### src/rtl/mips_id_ex_pipe.sv
// Purpose: ID->EX pipeline register with valid/ready handshake and a one-entry skid buffer.
// Latency: one cycle from acceptance to ex_* when the main entry is empty or popping.
// Backpressure: id_ready is a flop (= !skid_vld); EX stalls fill the skid entry, never a comb path to ID.
//
// Ports:
//   clk, rst          clock, asynchronous active-high reset
//   flush             synchronous kill of both held entries
//   id_valid/id_ready upstream handshake; id_rs, id_rt, id_imm, id_pc_incr, id_info payload
//   ex_valid/ex_ready downstream handshake; ex_rs, ex_rt, ex_imm, ex_pc_incr, ex_info payload
//   stall_cnt         saturating count of cycles with ex_valid & !ex_ready

`ifndef MIPS_DATA_WIDTH
`define MIPS_DATA_WIDTH 32
`endif
`ifndef MIPS_ADDR_WIDTH
`define MIPS_ADDR_WIDTH 32
`endif
`ifndef MIPS_DECINFO_WIDTH
`define MIPS_DECINFO_WIDTH 16
`endif

module mips_id_ex_pipe #(
  parameter int DW = `MIPS_DATA_WIDTH,
  parameter int AW = `MIPS_ADDR_WIDTH,
  parameter int IW = `MIPS_DECINFO_WIDTH,
  parameter int CW = 16
) (
  input  logic          clk,
  input  logic          rst,
  input  logic          flush,
  input  logic          id_valid,
  output logic          id_ready,
  input  logic [DW-1:0] id_rs,
  input  logic [DW-1:0] id_rt,
  input  logic [DW-1:0] id_imm,
  input  logic [AW-1:0] id_pc_incr,
  input  logic [IW-1:0] id_info,
  output logic          ex_valid,
  input  logic          ex_ready,
  output logic [DW-1:0] ex_rs,
  output logic [DW-1:0] ex_rt,
  output logic [DW-1:0] ex_imm,
  output logic [AW-1:0] ex_pc_incr,
  output logic [IW-1:0] ex_info,
  output logic [CW-1:0] stall_cnt
);

  typedef struct packed {
    logic [DW-1:0] rs;
    logic [DW-1:0] rt;
    logic [DW-1:0] imm;
    logic [AW-1:0] pc_incr;
    logic [IW-1:0] info;
  } pay_t;

  pay_t          in_dat;
  pay_t          main_dat;
  pay_t          skid_dat;
  logic          main_vld;
  logic          skid_vld;
  logic          acc;
  logic          pop;
  logic          adv;
  logic [CW-1:0] stall_q;

  assign in_dat = '{rs: id_rs, rt: id_rt, imm: id_imm, pc_incr: id_pc_incr, info: id_info};

  assign acc = id_valid & ~skid_vld;
  assign pop = main_vld & ex_ready;
  // Main slot can take a new occupant this edge.
  assign adv = ~main_vld | pop;

  always_ff @(posedge clk or posedge rst) begin
    if (rst) begin
      main_vld <= 1'b0;
      skid_vld <= 1'b0;
      main_dat <= '0;
      skid_dat <= '0;
    end else if (flush) begin
      // Payload left as-is; ex_info gating hides stale contents.
      main_vld <= 1'b0;
      skid_vld <= 1'b0;
    end else if (adv) begin
      if (skid_vld) begin
        // Skid is older than anything at the input, so it goes first.
        main_dat <= skid_dat;
        main_vld <= 1'b1;
        skid_vld <= 1'b0;
      end else if (acc) begin
        main_dat <= in_dat;
        main_vld <= 1'b1;
      end else begin
        main_vld <= 1'b0;
      end
    end else if (acc) begin
      skid_dat <= in_dat;
      skid_vld <= 1'b1;
    end
  end

  // Stall counter ignores flush; only reset clears it.
  always_ff @(posedge clk or posedge rst) begin
    if (rst) begin
      stall_q <= '0;
    end else if (main_vld && !ex_ready && (stall_q != {CW{1'b1}})) begin
      stall_q <= stall_q + 1'b1;
    end
  end

  assign id_ready   = ~skid_vld;
  assign ex_valid   = main_vld;
  assign ex_rs      = main_dat.rs;
  assign ex_rt      = main_dat.rt;
  assign ex_imm     = main_dat.imm;
  assign ex_pc_incr = main_dat.pc_incr;
  assign ex_info    = main_vld ? main_dat.info : '0;
  assign stall_cnt  = stall_q;

endmodule

### config.mk
export PLATFORM = sky130hd
export DESIGN_NAME = mips_id_ex_pipe
export DESIGN_NICKNAME = d
export VERILOG_FILES = /design/src/rtl/mips_id_ex_pipe.sv
export SDC_FILE = /design/constraint.sdc
export NUM_CORES = 1
export LEC_CHECK = 0
export BUFFER_PORTS_ARGS = -buffer_cell sky130_fd_sc_hd__buf_2
export CELL_PAD_IN_SITES_DETAIL_PLACEMENT = 0
export CELL_PAD_IN_SITES_GLOBAL_PLACEMENT = 1
export CORE_AREA = 2 2 196 198
export DETAILED_ROUTE_END_ITERATION = 12
export DIE_AREA = 0 0 198 200
export PLACE_DENSITY_LB_ADDON = 0.12
export SLEW_MARGIN = 30
export SYNTH_ARGS = -nofsm -noshare
export SYNTH_HDL_FRONTEND = slang
export SYNTH_SLANG_ARGS = --single-unit
### constraint.sdc
create_clock -name clk -period 9.5 [get_ports clk]
set_clock_uncertainty 0.05 [all_clocks]
set_input_delay 0 -clock clk [delete_from_list [all_inputs] [get_ports clk]]
set_output_delay 0 -clock clk [all_outputs]
set_load 0.03 [all_outputs]
### Word-level counts from Yosys, hierarchy flattened

Index checks and enable logic that the tools add are counted.

* flip-flop bits (word level): 306
* bits of input ports: 149

* add/sub/neg operators: 1
* equal/unequal tests: 1
* muxes and demuxes: 10
* bitwise operators: 7
* reduce and logical (&&, ||, !) cells: 8

Operator list (count)
* 144-bit two-way mux: 2
* 16-bit by 1-bit adder with 16-bit output, second input constant: 1
* 16-bit two-way mux: 1
* 16-bit != test, second input constant: 1
* 1-bit two-way mux: 7
* 3-bit AND reduction: 2
* 1-bit inverter: 4
* 2-bit nonzero test: 2
* 3-bit nonzero test: 1
* 1-bit AND: 2
* 1-bit logical AND: 2
* 1-bit zero test: 1
* 1-bit OR: 1

### Depth between registers and ports, before layout

Gate-level depths: netlist (run 1).

* word-level depth: 6
* depth in mapped cells: 6

### Worst setup path after synthesis (run 1)

OpenSTA, ideal clock, no wires.

* kind: reg-to-reg
* start point: register stall_q[0], in the netlist stall_cnt[0]
* end point: register stall_q[1], in the netlist stall_cnt[1]
* setup time: 125 ps
* data arrival time: 1781 ps
* required time: 9325 ps
* path slack: 7544 ps
* stages on the path, launching flop included: 5
* buffers on the path: 0
* clock period less this slack: 1956 ps
* path through: dfrtp_1 ha_1 and4_1 a41oi_1 mux2_2

* word-level cells in the longest chain between the ends: 2
* elaborated cells on any way between the ends: 3
* those cells by class: add/sub (1); eq/ne (1); reduce/logical (1)

RTL lines
* start, declared: RTL line 64 `logic [CW-1:0] stall_q;`
* start signal, assigned: RTL line 106 `stall_q <= stall_q + 1'b1;`
* parallel branches: the longest is 2 deep, another holds 16-bit by 1-bit adder with 16-bit output

Several ways; the timed one is not identified.
A chain may end at the register's enable or synchronous reset.

### Final worst setup path (run 1)

* start point: register main_vld, in the netlist ex_valid
* end point: register skid_dat[109] (netlist name)

* word-level cells in the longest chain between the ends: 4
* elaborated cells on any way between the ends: 5
* those cells by class: bitwise (4); reduce/logical (1)

RTL lines
* start, declared: RTL line 59 `logic main_vld;`
* start signal, assigned: RTL line 75 `main_vld <= 1'b0;`
* start signal, assigned: RTL line 81 `main_vld <= 1'b0;`
* start signal, assigned: RTL line 87 `main_vld <= 1'b1;`
* 1-bit AND or 1-bit inverter (tied branches): RTL line 69, 71
* 1-bit OR *: RTL line 71 `assign adv = ~main_vld | pop;`
* 1-bit inverter (no line) *
* 3-bit AND reduction (no line) *
* end signal, assigned: RTL line 96 `skid_dat <= in_dat;`
* end, declared: RTL line 58 `pay_t skid_dat;`

Every way passes the cells marked *; elsewhere a longest branch is shown, timed or not.

==> impl_metrics.env, run 1 <==
export IMPL_firstDrtPassIters=4
export IMPL_final_cell_mix="buf_2 (310), dfrtp_1 (305), dlygate4sd3_1 (149)"
export IMPL_yosysWarnings=0
export IMPL_drc_errors=0
export IMPL_power_density_nw_per_um2=218
export IMPL_grt_max_degree=231
export IMPL_overflow=0
export IMPL_synth_distinct_cells=34
export IMPL_final_common_cell="buf_2"
export IMPL_drt_iter0_drc=273
export IMPL_required_ps=9860
export IMPL_grt_usage_pct=16.5
export IMPL_start_util_pct=37.5
export IMPL_fin_nets=1620
export IMPL_first_global_vias=9413
export IMPL_place_ws_ps=6420
export IMPL_hpwl_um=20100
export IMPL_routabilityCongestion=0.729
export IMPL_syn_num_nets=1301
export IMPL_max_clock_freq_mhz=336
export IMPL_setup_violations=0
export IMPL_path_clk_slew_ps=60
export IMPL_die_w_um=198
export IMPL_cts_buffers_inserted=37
export IMPL_dpl_instance_area_um2=15000
export IMPL_clk_insertion_delay_late_ps=530
export IMPL_cts_setup_buffers=0
export IMPL_synth_cell_area_um2=14000
export IMPL_finalCriticalPeriod_ps=2980
export IMPL_design_area_um2=17600
export IMPL_status="finished, final reports clean"
export IMPL_die_h_um=200
export IMPL_final_util_pct=47.2
export IMPL_slew_violations=0
export IMPL_finalSetupTns_ps=0
export IMPL_cts_num_sinks=306
export IMPL_routedWlPerCell_um=16.3
export IMPL_rows=71
export IMPL_io_buffers=310
export IMPL_vias=9221
export IMPL_totalWireLength_um=32600
export IMPL_start_kind="register"
export IMPL_syn_inst=1151
export IMPL_synth_seq_cells=306
export IMPL_period_share_pct=31.3
export IMPL_drive_above_1_share_pct=34.8
export IMPL_hp_class="input port to register"
export IMPL_drv_cap=0
export IMPL_area_growth_pct=25.6
export IMPL_viasPerCell=4.61
export IMPL_maxSlewHeadroom_pct=41.7
export IMPL_ioPinCount=311
export IMPL_core_area_um2=37400
export IMPL_syn_area_per_cell_um2=12.2
export IMPL_timing_final_ws_setup_ps=6520
export IMPL_power_leakage_nw=7.90
export IMPL_antenna_found_initial=1
export IMPL_finalHoldViolCount=0
export IMPL_ant_nets=0
export IMPL_arrival_ps=3340
export IMPL_clock_tree_root_cell="clkbuf_16"
export IMPL_peakVddDrop_mv=0.146
export IMPL_dp_cells=1791
export IMPL_instances_no_fill=2002
export IMPL_worst_setup_path_end_kind="register"
export IMPL_critPathMaxFanout=61
export IMPL_tritoncts="yes"
export IMPL_tightestPinTransition_ps=874
export IMPL_rsz0062_at_grt="false"
export IMPL_cts_max_level=2
export IMPL_fillers=3563
export IMPL_path_class="register to register"
export IMPL_grt_pass1_wl_um=51600
export IMPL_yosysSeqAreaShare_pct=54.5
export IMPL_dieArea_um2=39600
export IMPL_cts_max_path_buffers=3
[registers in the layout (all words and copies together) (netlist names), 16 cells and up]
| signal | flops |
|---|---|
| ex_rt | 32 |
| main_dat | 16 |
| ex_pc_incr | 32 |
| ex_imm | 32 |
| ex_rs | 32 |
| skid_dat | 144 |
| stall_cnt | 16 |
[what timing repair did]
item,4_1_cts,5_1_grt
hold buffers,149,0
hold endpoints to repair,399,0
endpoints found under the setup margin,0,0
resized for setup,0,0
[stage by stage]
stage,power [mW],hold slack (ps)
2_1_floorplan,2.42,13.1
6_report,3.84,98.8
3_3_place_gp,2.52,174
5_1_grt,4.05,108
3_5_place_dp,2.54,172
4_1_cts,3.91,141
[cell families (layout without fill, tap and decap cells)]
family | after synthesis | in the layout | synth area share (%)
flip-flops | 306 | 306 | 54.5
adder cells (fa/ha/maj) | 1 | 1 | 0.0891
buffers and inverters | 193 | 532 | 9.31
other | 0 | 1 | 0
XOR/XNOR | 11 | 11 | 0.686
multiplexers | 289 | 289 | 23.5
AND/OR/NAND/NOR | 196 | 196 | 6.20
AO/OA/AOI/OAI | 155 | 155 | 5.67
[Yosys cell counts, drive strengths merged]
master	count	share of area [%]
dfrtp	306	55
buf	180	9.0
nor2	148	4.0
a21oi	146	5.2
mux2	145	13
mux2i	144	10
and2	16	0.71
clkbuf	11	0.29
xnor2	8	0.50
nand3	6	0.25
nand4	6	0.27
a31oi	5	0.22
and3	4	0.18
nor3	4	0.26
and4	3	0.19
nand2	3	0.080
xor2	3	0.19
inv	2	0.053
nand2b	2	0.11
nor4	2	0.089
o2111ai	2	0.12
a41oi	1	0.062
and4b	1	0.071
ha	1	0.089
nor2b	1	0.045
o21a	1	0.053
[power by group]
part | leakage [nW] | total (mW) | internal (mW) | switching (mW)
registers | 3.58 | 1.72 | 1.57 | 0.148
logic | 3.80 | 0.841 | 0.376 | 0.465
clock network | 0.516 | 1.28 | 0.744 | 0.532
[critical path: stages (launching register included)]
cell	delay (ps)
dfrtp_1	640
nand2b_2	210
nor2_1	220
nand3_4	680
buf_6	580
mux2_4	390
[metal layers]
metal	GRT usage (%)	up-vias	share of wire, %
li1	-	4477	-
met3	5.28	48	6.5
met4	5.35	0	2.6
met5	0	-	0
met1	21.5	4484	45
met2	26.0	212	46
[final timing paths]
path | start | endpoint | slack (ps) | cells after the start
setup / recovery | ex_valid$_DFFE_PP0N_ | skid_dat[109]$_DFFE_PP0P_ | 6520 | 5
hold / removal | id_valid | main_dat[4]$_DFFE_PP0P_ | 100 | 4
setup reg to reg | ex_valid$_DFFE_PP0N_ | skid_dat[109]$_DFFE_PP0P_ | 6520 | 5
hold reg to reg | skid_dat[60]$_DFFE_PP0P_ | skid_dat[60]$_DFFE_PP0P_ | 450 | 1
max in group asynchronous | rst | skid_dat[46]$_DFFE_PP0P_ | 7410 | 5
min in group asynchronous | rst | ex_rt[11]$_DFFE_PP0P_ | 140 | 3
[area by class of cell]
cell class / count / area [um^2] / area share, %
diodes: 1 / 2.50 / 0.0142
clock buffers: 54 / 1030 / 5.84
clock inverters: 5 / 27.5 / 0.156
inverters: 2 / 15.0 / 0.0851
multi-input cells: 652 / 5080 / 28.8
flip-flops and latches: 306 / 7660 / 43.4
well taps: 511 / 639 / 3.62
repair buffers: 471 / 3180 / 18.0
Power figures use the tool's default switching activity.
==> run 2: changes to the inputs <==
- ABC_AREA: default -> 1
- CORE_AREA: 2 2 196 198 -> 2 2 203 205
- DIE_AREA: 0 0 198 200 -> 0 0 205 207
- clock period: 9.5 -> 2.99 ns (I/O delays scaled with it)
==> run 2 against run 1 <==
  * Hold slack got worse by 64 ps
  * Final cell count increased by 28%
  * Register-to-register slack got worse by 5400 ps
  * Global-route usage increased by 1.0 points
  * Sequential power increased to 3.2 times the previous value
  * Count of clock-buffer cells in the layout increased by 3
  * Total power increased to 3.3 times the previous value
  * Via count increased by 24%
  * Critical path depth increased by 1
  * Critical endpoint is now ex_imm[0]$_DFFE_PP0P_
==> impl_metrics.env, run 2 <==
export IMPL_status="finished, final reports clean"
export IMPL_finalCriticalPeriod_ps=1900
export IMPL_ant_nets=0
export IMPL_slowest_delay_ps=440
export IMPL_synth_top_area_cell="dfrtp_1"
export IMPL_worst_setup_path_end_kind="register"
export IMPL_peakVddDrop_mv=0.327
export IMPL_design_area_um2=18600
export IMPL_synth_cell_area_um2=15100
export IMPL_drv_cap=0
export IMPL_power_leakage_nw=9.84
export IMPL_synth_edf_count=0
export IMPL_cts_num_sinks=306
export IMPL_instances_no_fill=2566
export IMPL_io_buffers=310
export IMPL_dieArea_um2=42400
export IMPL_die_h_um=207
export IMPL_power_mw=12.6
export IMPL_grt_max_degree=139
export IMPL_cts_buffers_inserted=37
export IMPL_setup_violations=0
export IMPL_synth_distinct_cells=25
export IMPL_finalHoldViolCount=0
export IMPL_hold_end="skid_dat[100]$_DFFE_PP0P_"
export IMPL_grt_usage_pct=17.5
export IMPL_reg2reg_to="ex_imm[0]$_DFFE_PP0P_"
export IMPL_seqPwrFrac_pct=43.2
export IMPL_synthTopCellsByCount="nand2_1 (507), dfrtp_1 (306), o21ai_0 (202)"
export IMPL_finalSetupTns_ps=0
export IMPL_rows=74
export IMPL_critPathMaxFanout=79
export IMPL_cts_resized=0
export IMPL_whs_ps=34.6
export IMPL_drt_iter0_drc=649
export IMPL_drive_above_1_share_pct=27.2
export IMPL_syn_area_per_cell_um2=8.80
export IMPL_async_flop_share_pct=100
export IMPL_path_class="register to register"
export IMPL_firstDrtPassIters=5
export IMPL_synthFlopType="dfrtp_1"
export IMPL_syn_num_nets=1864
export IMPL_setup_worst_path_start="skid_vld$_DFFE_PP0P_"
export IMPL_tightestPinTransition_ps=646
export IMPL_path_clk_slew_ps=60
export IMPL_max_clock_freq_mhz=526
export IMPL_dpl_instance_area_um2=15900
export IMPL_synth_seq_cells=306
export IMPL_r2r_slack_ps=1090
export IMPL_r2r_start="skid_vld$_DFFE_PP0P_"
export IMPL_hold_start="id_valid"
export IMPL_final_util_pct=46.1
export IMPL_antenna_found_initial=2
export IMPL_yosysSeqAreaShare_pct=50.8
export IMPL_place_ws_ps=1090
export IMPL_slew_violations=0
export IMPL_final_common_cell="nand2_1"
export IMPL_area_growth_pct=23.3
export IMPL_p_sw_mw=3.97
export IMPL_worstHoldPathCells=4
export IMPL_tritoncts="yes"
export IMPL_start_util_pct=37.4
export IMPL_r2r_cells=6
export IMPL_final_cell_mix="nand2_1 (507), buf_2 (310), dfrtp_1 (306)"
export IMPL_grt_pass1_wl_um=59800
export IMPL_overflow=0
export IMPL_cts_max_path_buffers=3
export IMPL_routabilityCongestion=0.749
export IMPL_arrival_ps=2300
export IMPL_hpwl_um=23600
export IMPL_maxSlewHeadroom_pct=57.0
export IMPL_first_global_vias=11100
export IMPL_routedWlPerCell_um=14.2
export IMPL_clock_tree_root_cell="clkbuf_16"
export IMPL_dp_cells=2353
export IMPL_fillers=4021
export IMPL_slowest_stage="dfrtp_1"
export IMPL_crit_chain="o21bai_1 -> nor2_1 -> inv_8 -> buf_12 -> nand2_1 -> o21ai_2"
export IMPL_drc_errors=0
export IMPL_ioPinCount=311
export IMPL_cts_max_level=2
export IMPL_hp_class="input port to register"
export IMPL_yosys_cell_count_top_type="nand2_1"
export IMPL_die_w_um=205
export IMPL_vias=11500
export IMPL_regArea_um2=7660
export IMPL_start_kind="register"
export IMPL_synth_top_area_share_pct=50.8
export IMPL_multiInputGateArea_um2=5010
export IMPL_pwr_share_clk_pct=34.4
export IMPL_clk_insertion_delay_late_ps=540
export IMPL_fin_nets=2160
export IMPL_power_density_nw_per_um2=675
export IMPL_p_int_mw=8.59
export IMPL_yosysWarnings=0
export IMPL_core_area_um2=40400
export IMPL_syn_inst=1714
export IMPL_required_ps=3390
export IMPL_totalWireLength_um=36300
export IMPL_viasPerCell=4.47
export IMPL_period_share_pct=63.5
export IMPL_largest_reg_flops=144
export IMPL_timing_final_ws_setup_ps=1090
export IMPL_rsz0062_at_grt="false"
export IMPL_ys_top_cells_by_area="dfrtp_1 (51%), nand2_1 (13%), o21ai_2 (9.3%), o21ai_0 (6.7%), buf_4 (6.5%)"
export IMPL_p_comb_share_pct=22.4
export IMPL_p_sw_share_pct=31.6
export IMPL_top_register="skid_dat"
-- run 2: how the worst max path moves through the flow --
stage	slack, ps	cells after the start	endpoint
floorplan	-1130	1	ex_imm[0]$_DFFE_PP0P_
global placement	1120	5	ex_rs[5]$_DFFE_PP0P_
detailed placement	1090	6	ex_pc_incr[30]$_DFFE_PP0P_
CTS	1060	6	ex_pc_incr[30]$_DFFE_PP0P_
global route	890	6	ex_rt[28]$_DFFE_PP0P_
finish	1090	6	ex_imm[0]$_DFFE_PP0P_
-- run 2: layout make-up --
type                    instances  area share, %
multi-input cells            1001           27.0
inverters                     182           3.77
clock inverters                 4          0.282
repair buffers                482           18.3
diodes                          2         0.0269
flip-flops and latches        306           41.2
well taps                     532           3.58
clock buffers                  57           5.92
-- run 2: power groups by stage --
stage	Combinational [mW]	Clock, mW	Sequential (mW)
floorplan	2.35	0	5.44
global placement	2.66	0	5.47
detailed placement	2.70	0	5.49
CTS	2.87	4.50	5.42
global route	3.14	4.67	5.53
finish	2.82	4.32	5.42
-- run 2: per-layer routing --
metal	track usage, %	routed length [um]
met5	0	0
met4	5.16	658
met3	3.79	2120
met2	27.2	16400
met1	24.4	17100
-- run 2: timing repair --
| item | in CTS | in global routing |
|---|---|---|
| hold endpoints to repair | 540 | 0 |
| hold buffers | 150 | 0 |
| setup buffers | 0 | 0 |
-- run 2: critical path, delay by kind of cell (launching register included) --
family / cells / cell delay, ps
buffers and inverters: 2 / 720
and+or+nand+nor: 2 / 250
DFF: 1 / 440
AOI/OAI and AO/OA: 2 / 300
-- run 2: cell families after synthesis --
family | after synthesis | share of synthesized area, %
buf+inv | 407 | 16.0
compound gates | 442 | 18.7
xor+xnor | 1 | 0.0581
fa+ha+maj | 1 | 0.0829
simple gates | 557 | 14.4
flops | 306 | 50.8
==> run 3: changes to the inputs <==
- clock period: 2.99 -> 1.9 ns (I/O delays scaled with it)
==> run 3 against run 2 <==
  * Via count is 1.6% higher
  * Core utilization is 1.4 points higher
  * Final cell count is 1.8% higher
  * Count of clock-buffer cells in the layout is 3 higher
  * Highest routed layer unchanged
  * Die area stayed put
  * Sequential share of layout area is 1.2 points lower
  * Non-clock buffer count is 42 higher
  * Final area is 3.0% higher
  * Global-route usage is 0.42 points higher
  * Setup slack worse by 1000 ps
  * Wire length is 3.5% higher
==> impl_metrics.env, run 3 (synthesized netlist as in run 2, its figures left out) <==
export IMPL_seqPwrFrac_pct=42.0
export IMPL_path_clk_slew_ps=60
export IMPL_cts_buffers_inserted=37
export IMPL_die_w_um=205
export IMPL_maxSlewHeadroom_pct=61.8
export IMPL_top_register="skid_dat"
export IMPL_p_sw_share_pct=31.3
export IMPL_totalWireLength_um=37600
export IMPL_area_growth_pct=27.0
export IMPL_whs_ps=75.0
export IMPL_routabilityCongestion=0.749
export IMPL_ioPinCount=311
export IMPL_r2r_slack_ps=80
export IMPL_dieArea_um2=42400
export IMPL_start_util_pct=37.4
export IMPL_p_sw_mw=6.38
export IMPL_slowest_delay_ps=560
export IMPL_grt_usage_pct=17.9
export IMPL_p_int_mw=14.0
export IMPL_power_leakage_nw=10.1
export IMPL_io_buffers=310
export IMPL_tightestPinTransition_ps=573
export IMPL_status="finished, final reports clean"
export IMPL_peakVddDrop_mv=0.616
export IMPL_viasPerCell=4.46
export IMPL_setup_violations=0
export IMPL_crit_chain="nand2_8 -> nor2_4 -> nand3_4 -> buf_12 -> nand2_1 -> o21ai_2 -> dlygate4sd3_1"
export IMPL_final_common_cell="nand2_1"
export IMPL_drive_above_1_share_pct=27.8
export IMPL_fin_nets=2202
export IMPL_power_density_nw_per_um2=1070
export IMPL_final_cell_mix="nand2_1 (506), buf_2 (310), dfrtp_1 (305)"
export IMPL_path_class="register to register"
export IMPL_fillers=3958
export IMPL_grt_pass1_wl_um=61400
export IMPL_crit_buf_inv=2
export IMPL_period_share_pct=95.8
export IMPL_start_kind="register"
export IMPL_antenna_found_initial=0
export IMPL_critPathMaxFanout=37
export IMPL_required_ps=2260
export IMPL_cts_max_path_buffers=3
export IMPL_finalHoldViolCount=0
export IMPL_final_util_pct=47.5
export IMPL_die_h_um=207
export IMPL_slew_violations=0
export IMPL_hpwl_um=24500
export IMPL_hp_class="input port to async pin"
export IMPL_largest_reg_flops=144
export IMPL_arrival_ps=2180
export IMPL_slowest_stage="dlygate4sd3_1"
export IMPL_finalCriticalPeriod_ps=1820
export IMPL_grt_max_degree=102
export IMPL_tritoncts="yes"
export IMPL_design_area_um2=19200
export IMPL_firstDrtPassIters=5
export IMPL_drt_iter0_drc=716
export IMPL_routedWlPerCell_um=14.4
export IMPL_clk_insertion_delay_late_ps=530
export IMPL_pwr_share_clk_pct=35.3
export IMPL_overflow=0
export IMPL_drc_errors=0
export IMPL_drv_cap=0
export IMPL_first_global_vias=11500
export IMPL_p_comb_share_pct=22.8
export IMPL_rows=74
export IMPL_cts_max_level=2
export IMPL_worst_setup_path_end_kind="register"
export IMPL_n_antenna_cell=0
export IMPL_dpl_instance_area_um2=16100
export IMPL_core_area_um2=40400
export IMPL_cpLargestDelayFamily="buffers and inverters"
export IMPL_ant_nets=0
export IMPL_vias=11700
export IMPL_max_clock_freq_mhz=549
export IMPL_cts_num_sinks=306
export IMPL_rsz0062_at_grt="true"
export IMPL_clock_tree_root_cell="clkbuf_16"
run 3: cell count changes in the layout (fill, tap and decap cells not counted), moves of 2 or more:
cell | before | now
buf_12 | 15 | 21
buf_4 | 7 | 17
clkinv_2 | 1 | 5
dlygate4sd3_1 | 150 | 176
clkbuf_16 | 37 | 39
diode_2 | 2 | 0
run 3: what timing repair did:
item,CTS,global route
hold buffers,176,0
gates resized for setup,0,4
setup buffers,0,4
setup endpoints to repair,0,40
hold endpoints to repair,608,0
run 3: layout make-up:
cell class,instances,area (um^2),area share [%]
tap,532,666,3.47
sequential,306,7660,40.0
multi-input combinational,1001,5020,26.2
clock inverter,8,93.8,0.490
clock buffer,60,1150,6.03
timing repair buffer,524,3860,20.2
inverter,182,702,3.66
run 3: final timing paths:
kind / from / end / cells after the start
setup reg to reg: ex_valid$_DFFE_PP0N_ / skid_dat[3]$_DFFE_PP0P_ / 7
hold reg to reg: skid_dat[0]$_DFFE_PP0P_ / skid_dat[0]$_DFFE_PP0P_ / 2
setup / recovery: ex_valid$_DFFE_PP0N_ / skid_dat[3]$_DFFE_PP0P_ / 7
min in group clk: id_imm[28] / skid_dat[76]$_DFFE_PP0P_ / 4
max in group asynchronous: rst / main_dat[4]$_DFFE_PP0P_ / 4
hold / removal: rst / ex_imm[9]$_DFFE_PP0P_ / 4
run 3: power groups by stage:
stage / sequential, mW / clock [mW] / combinational (mW)
floorplan: 8.56 / 0 / 3.70
global placement: 8.65 / 0 / 4.20
detailed placement: 8.67 / 0 / 4.27
CTS: 8.57 / 7.46 / 4.70
global route: 8.73 / 7.72 / 5.17
finish: 8.57 / 7.20 / 4.65
run 3: layer usage:
layer,track usage (%),vias to the layer above,wire (um)
li1,-,5987,-
met3,4.12,42,2100
met4,4.47,0,718
met5,0,-,0
met2,27.9,276,17000
met1,25.2,5361,17700
run 3: worst min-delay path: cells and delay by family:
| kind | cells | cell delay (ps) |
|---|---|---|
| buffers and inverters | 4 | 1000 |
run 3: stage by stage:
step	total power, mW	instances	setup TNS [ps]	worst slack, ps
after global routing	21.6	2613	-65.6	-56.6
after CTS	20.7	2609	0	44.1
after global placement	12.8	2365	0	152
after detailed placement	12.9	2365	0	102
after floorplan	12.3	1714	-679620	-2220
final	20.4	2613	0	79.7
